===== config.mk =====
export PLATFORM = sky130hd
export DESIGN_NAME = irq_pending_latch_flat
export DESIGN_NICKNAME = d
export VERILOG_FILES = /design/src/rtl/irq_pending_latch_if.sv /design/src/rtl/irq_pending_latch.sv /design/src/flat_wrapper.sv
export SDC_FILE = /design/constraint.sdc
export NUM_CORES = 1
export LEC_CHECK = 0
export ABC_AREA = 1
export CAP_MARGIN = 20
export CORE_MARGIN = 2
export CORE_UTILIZATION = 45
export CTS_CLUSTER_DIAMETER = 150
export DETAILED_ROUTE_END_ITERATION = 8
export PLACE_DENSITY_LB_ADDON = 0.3
export REMOVE_ABC_BUFFERS = 1
export SLEW_MARGIN = 30
export SYNTH_ARGS = -nofsm -noshare
export SYNTH_HDL_FRONTEND = slang
export SYNTH_SLANG_ARGS = --single-unit

===== constraint.sdc =====
create_clock -name clk -period 1.38 [get_ports clk]
set_input_delay 0.207 -clock clk [delete_from_list [all_inputs] [get_ports clk]]
set_output_delay 0.207 -clock clk [all_outputs]
set_load 0.1 [all_outputs]

===== src/rtl/irq_pending_latch_if.sv =====
// Bus between the interrupt source/consumer side and irq_pending_latch.
// The master side drives requests, mask, encoder code and handshakes; the slave is the latch.
interface irq_pending_latch_if;
  logic [7:0] req;
  logic [7:0] mask;
  logic [7:0] pend;
  logic [2:0] code;
  logic       irq;
  logic       ack;
  logic       eoi;
  logic       busy;
  logic [2:0] isr_idx;

  modport master (
    output req, mask, code, ack, eoi,
    input  pend, irq, busy, isr_idx
  );

  modport slave (
    input  req, mask, code, ack, eoi,
    output pend, irq, busy, isr_idx
  );
endinterface


===== src/rtl/irq_pending_latch.sv =====
// Edge-latching 8-line interrupt pending register with an IDLE/REQ/SERVICE handshake FSM.
// Define IRQ_LATCH_SYNC_EN to put a 2-flop synchronizer in front of edge detection.
module irq_pending_latch (
  input logic               clk,
  input logic               rst_n,
  irq_pending_latch_if.slave bus
);

  typedef enum logic [1:0] {StIdle, StReq, StService} state_e;

  state_e     state_q, state_d;
  logic [7:0] req_s;
  logic [7:0] req_q;
  logic [7:0] rise;
  logic [7:0] clr;
  logic [7:0] pending_q, pending_d;
  logic [2:0] isr_idx_q, isr_idx_d;
  logic       accept;

`ifdef IRQ_LATCH_SYNC_EN
  logic [7:0] sync1_q, sync2_q;

  always_ff @(posedge clk) begin
    if (!rst_n) begin
      sync1_q <= '0;
      sync2_q <= '0;
    end else begin
      sync1_q <= bus.req;
      sync2_q <= sync1_q;
    end
  end

  assign req_s = sync2_q;
`else
  assign req_s = bus.req;
`endif

  assign rise     = req_s & ~req_q;
  assign bus.pend = pending_q & ~bus.mask;
  assign accept   = (state_q == StReq) && bus.ack && bus.pend[bus.code];

  always_comb begin
    state_d   = state_q;
    clr       = '0;
    isr_idx_d = isr_idx_q;
    unique case (state_q)
      StIdle: begin
        if (|bus.pend) state_d = StIdle == StIdle ? StReq : StIdle;
      end
      StReq: begin
        // Masking everything away withdraws the request; latched bits are kept.
        if (~|bus.pend) begin
          state_d = StIdle;
        end else if (accept) begin
          state_d        = StService;
          clr[bus.code]  = 1'b1;
          isr_idx_d      = bus.code;
        end
      end
      StService: begin
        if (bus.eoi) state_d = StIdle;
      end
      default: state_d = StIdle;
    endcase
    // A new edge on the bit being cleared wins.
    pending_d = (pending_q & ~clr) | rise;
  end

  always_ff @(posedge clk) begin
    if (!rst_n) begin
      state_q   <= StIdle;
      req_q     <= '0;
      pending_q <= '0;
      isr_idx_q <= '0;
    end else begin
      state_q   <= state_d;
      req_q     <= req_s;
      pending_q <= pending_d;
      isr_idx_q <= isr_idx_d;
    end
  end

  assign bus.irq     = (state_q == StReq);
  assign bus.busy    = (state_q == StService);
  assign bus.isr_idx = isr_idx_q;

endmodule


===== src/flat_wrapper.sv =====
// flat-port wrapper written by rule: the top's interface ports become plain ports
module irq_pending_latch_flat 
  (clk, rst_n, bus_req, bus_mask, bus_code, bus_ack, bus_eoi, bus_pend, bus_irq, bus_busy, bus_isr_idx);
  irq_pending_latch_if bus_i ();
  input logic clk;
  input logic rst_n;
  input wire logic [$bits(bus_i.req)-1:0] bus_req;
  input wire logic [$bits(bus_i.mask)-1:0] bus_mask;
  input wire logic [$bits(bus_i.code)-1:0] bus_code;
  input wire logic [$bits(bus_i.ack)-1:0] bus_ack;
  input wire logic [$bits(bus_i.eoi)-1:0] bus_eoi;
  output wire logic [$bits(bus_i.pend)-1:0] bus_pend;
  output wire logic [$bits(bus_i.irq)-1:0] bus_irq;
  output wire logic [$bits(bus_i.busy)-1:0] bus_busy;
  output wire logic [$bits(bus_i.isr_idx)-1:0] bus_isr_idx;
  assign bus_i.req = bus_req;
  assign bus_i.mask = bus_mask;
  assign bus_i.code = bus_code;
  assign bus_i.ack = bus_ack;
  assign bus_i.eoi = bus_eoi;
  assign bus_pend = bus_i.pend;
  assign bus_irq = bus_i.irq;
  assign bus_busy = bus_i.busy;
  assign bus_isr_idx = bus_i.isr_idx;
  irq_pending_latch u_core (.clk(clk), .rst_n(rst_n), .bus(bus_i));
endmodule

==> flow_summary.yaml, run 1 <==
power:
  combPwrFrac_pct: 39.6
  seq_power_share_pct: 42.5
  power_leakage_nw: 0.939
  irDropWorstVdd_v: 0.000739
  power_density_mw_per_mm2: 911
  p_int_mw: 1.02
  power_mw: 1.62
  switching_share_pct: 36.9
  pwr-share-clk_pct: 17.9
  p_sw_uw: 598
logic_synthesis:
  synthesis.area_mm2: 0.00114
  syn_avg_cell_area_um2: 6.81
  synth_async_sr_flop_share_pct: 0
  synth_edf_count: 0
  ys.flop_type: "dfxtp_1"
  syn_inst: 168
  ys_seq_area_share_pct: 36.8
  ys_seq_elements: 21
  ys_types: 21
  yosysWarnings: 0
clock_network:
  path_clk_slew_ns: 0.12
  clock-sinks: 21
  cts_root_buf: "clkbuf_4"
  htree_levels: 1
  tritoncts: "done"
  numCtsBuffers: 3
  cts_buffer_depth: 2
  ctsHoldBuffers: 0
  clk_latency_ns: 0.30
floorplan:
  dieArea_mm2: 0.00296
  ioPinCount: 36
  fp.dieH_um: 54.4
  die_w_um: 54.4
  initial_core_util_pct: 47.0
  rows: 18
  core_area_mm2: 0.00243
setup_path:
  crit_type: "register to output port"
  startpoint_type: "register"
  cp-end-kind: "output port"
  path_max_fanout: 3
  cp_data_required_time_ns: 1.17
  cp.arrival_ns: 1.12
place:
  port_buffers: 35
  gp_congestion: 0.884
  dp_slack_ns: -0.302
  dp_cells: 238
  placed_area_mm2: 0.00171
  hpwl_mm: 1.99
grt:
  grt_pass1_wl_mm: 3.97
  grtUsageMet2_pct: 34.5
  grt_max_degree: 21
  antenna_found_initial: 0
  grt_util_met1_pct: 19.5
  overflow: 0
  track_usage_pct: 18.4
  use_met3_pct: 4.10
  gr-max-usage-layer: "met2"
  grt_pass1_vias: 1041
timing:
  fin_crit_ns: 1.33
  timing.fmax_mhz: 755
  finalSetupViolCount: 0
  finalClockSkew_ns: 0.00695
  fin_crit_sh_pct: 96.0
  worst_pin_slew_ns: 0.194
  slew_viol_final: 0
  rsz0062_at_grt: "no"
  slew_headroom_pct: 87.0
  setup_slack_ns: 0.0548
  worst_hold_slack_ns: 0.417
  finalHoldViolCount: 0
drt:
  routed_wirelength_mm: 2.47
  vias: 1125
  drt-pass1-iter-count: 5
  wl_per_cell_um: 10.1
  drtAntennaViolNets: 0
  post-route-drc-count: 0
  dr.first_iter.drc_count: 11
  viasPerCell: 4.61
layout:
  num-nets-final: 238
  stdcell_count: 244
  ff_latch_area_um2: 422
  design_area_mm2: 0.00178
  area_growth_pct: 55.6
  drive_gt1_share_pct: 29.0
  diodes: 0
  n_fill_cell: 189
  multi_input_area_um2: 578
min_path:
  hold_path.class: "input port to register"
outcome:
  status: "complete, no violations"
job:
  max-cap-violations: 0
==> synthesized netlist by cell type (2+ instances only) <==
master    number  area [µm²]
nor2_1        15        56.3
inv_2          3        11.3
or2_2          8        50.1
dfxtp_1       21         420
inv_1         32         120
a21oi_1        2        10.0
nand2_1       50         188
nand2_2        2        12.5
nor2_2         2        12.5
nand3_1       11        55.1
nand3_2        7        70.1
o21bai_2       5        56.3
nor2_4         2        22.5
==> through the flow <==
| stage | utilization, % | TNS [ns] |
|---|---|---|
| after global placement | 70.5 | -2.60 |
| after detailed placement | 70.5 | -3.14 |
| after global routing | 73.1 | 0 |
| after floorplan | - | -7.02 |
| final | 73.1 | 0 |
| after CTS | 71.6 | 0 |
==> cell type report <==
| class | instances | share of cell area, % |
|---|---|---|
| multi-input cells | 108 | 32.5 |
| repair buffers | 45 | 32.1 |
| flip-flops and latches | 21 | 23.7 |
| inverters | 36 | 8.02 |
| well taps | 30 | 2.11 |
| clock buffers | 3 | 1.27 |
| clock inverters | 1 | 0.281 |
==> worst paths after layout <==
path	start	endpoint	slack, ns	cells after the start
setup / recovery	u_core.state_q[1]	bus_irq	0.05	4
hold / removal	bus_code[0]	u_core.pending_q[6]	0.42	6
setup reg to reg	u_core.state_q[1]	u_core.pending_q[6]	0.12	8
hold reg to reg	u_core.req_q[4]	u_core.pending_q[4]	0.48	2
==> logic make-up (layout without fill, tap and decap cells) <==
| kind of cell | count (synthesis) | after routing | synth area share [%] |
|---|---|---|---|
| flip-flops | 21 | 21 | 36.8 |
| buffers and inverters | 39 | 85 | 14.0 |
| AND/OR/NAND/NOR | 99 | 99 | 42.2 |
| AO/OA/AOI/OAI | 9 | 9 | 7.00 |
==> power by group through the flow <==
| stage | sequential, mW | combinational (mW) | clock, mW |
|---|---|---|---|
| after floorplan | 0.730 | 0.339 | 0 |
| after global placement | 0.698 | 0.622 | 0 |
| after detailed placement | 0.701 | 0.635 | 0 |
| after CTS | 0.686 | 0.636 | 0.304 |
| after global routing | 0.695 | 0.688 | 0.331 |
| final | 0.689 | 0.642 | 0.290 |
==> per-layer routing <==
layer | wire length (µm) | up-vias
met2 | 1290 | 29
li1 | - | 592
met3 | 129 | 2
met5 | 0 | -
met4 | 19 | 0
met1 | 1030 | 502
==> sequential cells by signal, summed over array words and instances, names as in the netlist <==
name / cells
u_core.pending_q: 8
u_core.req_q: 8
u_core.bus.isr_idx: 3
u_core.state_q: 2
==> repair_timing <==
| item | in CTS | in global routing |
|---|---|---|
| resized for setup | 0 | 7 |
| setup endpoints to repair | 0 | 7 |
| buffers inserted | 0 | 2 |
==> critical path, cell delays in order, from the launching register on <==
cell and delay, ns:
dfxtp_1 0.34, inv_1 0.09, nand2_1 0.11, inv_1 0.11, buf_12 0.18
==> placed cells by master (no fill, tap or decap), types with 2 or more instances in the layout <==
master / count
nand2_1: 50
inv_1: 32
clkdlybuf4s50_1: 21
dfxtp_1: 20
nor2_1: 14
buf_12: 14
nand3_1: 10
nand3_2: 8
or2_2: 8
buf_4: 7
o21bai_2: 4
inv_2: 3
nor2_2: 3
clkbuf_4: 3
nand2_2: 2
nor2_4: 2
a21oi_1: 2
Power figures use the tool's default switching activity.
==> run 2, diff against run 1 <==
--- a/config.mk
+++ b/config.mk
@@ -7,9 +7,9 @@
 export LEC_CHECK = 0
 export ABC_AREA = 1
 export CAP_MARGIN = 20
-export CORE_MARGIN = 2
 export CORE_UTILIZATION = 45
 export CTS_CLUSTER_DIAMETER = 150
+export CTS_CLUSTER_SIZE = 40
 export DETAILED_ROUTE_END_ITERATION = 8
 export PLACE_DENSITY_LB_ADDON = 0.3
 export REMOVE_ABC_BUFFERS = 1
==> run 2 against run 1 <==
Effect of this change:
- hold slack worse by 0.079 ns
- combinational power up 4.8%
- sequential power about the same
- clock-buffer cell count unchanged
- non-clock buffer count up 3
- wire length up 27%
- via count up 10%
- critical path type is now register to register
==> flow_summary.yaml, run 2 (synthesis gave the netlist of run 1 again) <==
job:
  max-cap-violations: 0
drt:
  viasPerCell: 5.07
  drt-pass1-iter-count: 4
  wl_per_cell_um: 12.7
  vias: 1242
  routed_wirelength_mm: 3.12
  drtAntennaViolNets: 0
  dr.first_iter.drc_count: 53
  post-route-drc-count: 0
layout:
  area_growth_pct: 60.0
  final_common_cell: "nand2_1"
  stdcell_count: 245
  diodes: 0
  num-nets-final: 241
  design_area_mm2: 0.00183
  drive_gt1_share_pct: 31.3
  layout_common_cells: "nand2_1, inv_1, clkdlybuf4s50_1, dfxtp_1"
clock_network:
  cts_buffer_depth: 2
  htree_levels: 1
  clk_latency_ns: 0.31
  numCtsBuffers: 3
  clock-sinks: 21
  path_clk_slew_ns: 0.12
  tritoncts: "done"
  ctsHoldBuffers: 0
  cts_root_buf: "clkbuf_4"
setup_path:
  cp.arrival_ns: 1.58
  crit_type: "register to register"
  cp-end-kind: "register"
  startpoint_type: "register"
  cp_data_required_time_ns: 1.59
  path_max_fanout: 4
outcome:
  status: "complete, no violations"
timing:
  slew_headroom_pct: 85.4
  finalHoldViolCount: 0
  rsz0062_at_grt: "yes"
  slew_viol_final: 0
  fin_crit_ns: 1.36
  fin_crit_sh_pct: 98.9
  finalSetupViolCount: 0
  worst_pin_slew_ns: 0.218
  timing.fmax_mhz: 733
  finalClockSkew_ns: 0.00251
  setup_slack_ns: 0.0157
power:
  power_density_mw_per_mm2: 913
  irDropWorstVdd_v: 0.000942
  power_leakage_nw: 0.962
place:
  gp_congestion: 0.850
  port_buffers: 35
  dp_cells: 235
  dp_slack_ns: -0.315
  hpwl_mm: 2.02
  placed_area_mm2: 0.00170
floorplan:
  initial_core_util_pct: 49.8
  ioPinCount: 36
  die_w_um: 52.4
  core_area_mm2: 0.00230
  fp.dieH_um: 52.4
  rows: 17
  dieArea_mm2: 0.00275
grt:
  grt_max_degree: 21
  grt_pass1_vias: 1126
  antenna_found_initial: 0
  grt_pass1_wl_mm: 4.37
  overflow: 0
  track_usage_pct: 21.8
min_path:
  hold_path.class: "input port to register"
==> run 2: where the power goes <==
group / total (mW) / switching, mW / leakage [nW] / internal (mW)
clock: 0.306 / 0.196 / 0.0139 / 0.111
combinational: 0.673 / 0.402 / 0.773 / 0.270
sequential: 0.690 / 0.0354 / 0.175 / 0.655
total: 1.67 / 0.634 / 0.962 / 1.04
==> run 2: worst paths after layout <==
kind | start | to | slack [ns] | cells past startpoint
max | u_core.state_q[1] | u_core.pending_q[1] | 0.02 | 8
min | bus_code[1] | u_core.bus.isr_idx[1] | 0.34 | 5
max reg2reg | u_core.state_q[1] | u_core.pending_q[1] | 0.02 | 8
min reg2reg | u_core.req_q[2] | u_core.pending_q[2] | 0.48 | 2
==> run 2: worst max-delay path: stages, from the launching register on <==
cell and delay, ns:
dfxtp_1 0.33, inv_1 0.09, nand2_1 0.12, nor2_1 0.17
nand2_2 0.12, inv_2 0.12, nand3_1 0.13, nand3_1 0.12
nand2_1 0.07
==> run 2: repair_timing <==
item | 4_1_cts | 5_1_grt
buffers inserted | 0 | 6
endpoints found under the setup margin | 0 | 8
gates resized for setup | 0 | 13
==> run 2: stage by stage <==
stage          hold slack, ns  setup TNS [ns]  total power [mW]  utilization, %
2_1_floorplan           0.311           -7.02              1.07               -
3_3_place_gp            0.459           -2.51              1.32            74.2
3_5_place_dp            0.466           -3.36              1.33            74.2
4_1_cts                 0.412               0              1.64            75.5
5_1_grt                 0.377          -0.377              1.75            79.6
6_report                0.338               0              1.67            79.6
==> run 2: layout make-up <==
cell class                      count  area [µm²]
Clock buffer                        3        22.5
Clock inverter                      1        7.51
Fill cell                         159         468
Inverter                           36         148
Multi-Input combinational cell    108         596
Sequential cell                    21         422
Tap cell                           28        35.0
Timing Repair Buffer               48         599
==> run 2: metal layers <==
layer	vias to the layer above	global-route usage (%)	share of wire [%]
met5	-	0	0
met1	573	23.1	39
met2	58	40.9	53
met4	0	6.14	2.2
met3	12	6.38	5.9
li1	599	-	-
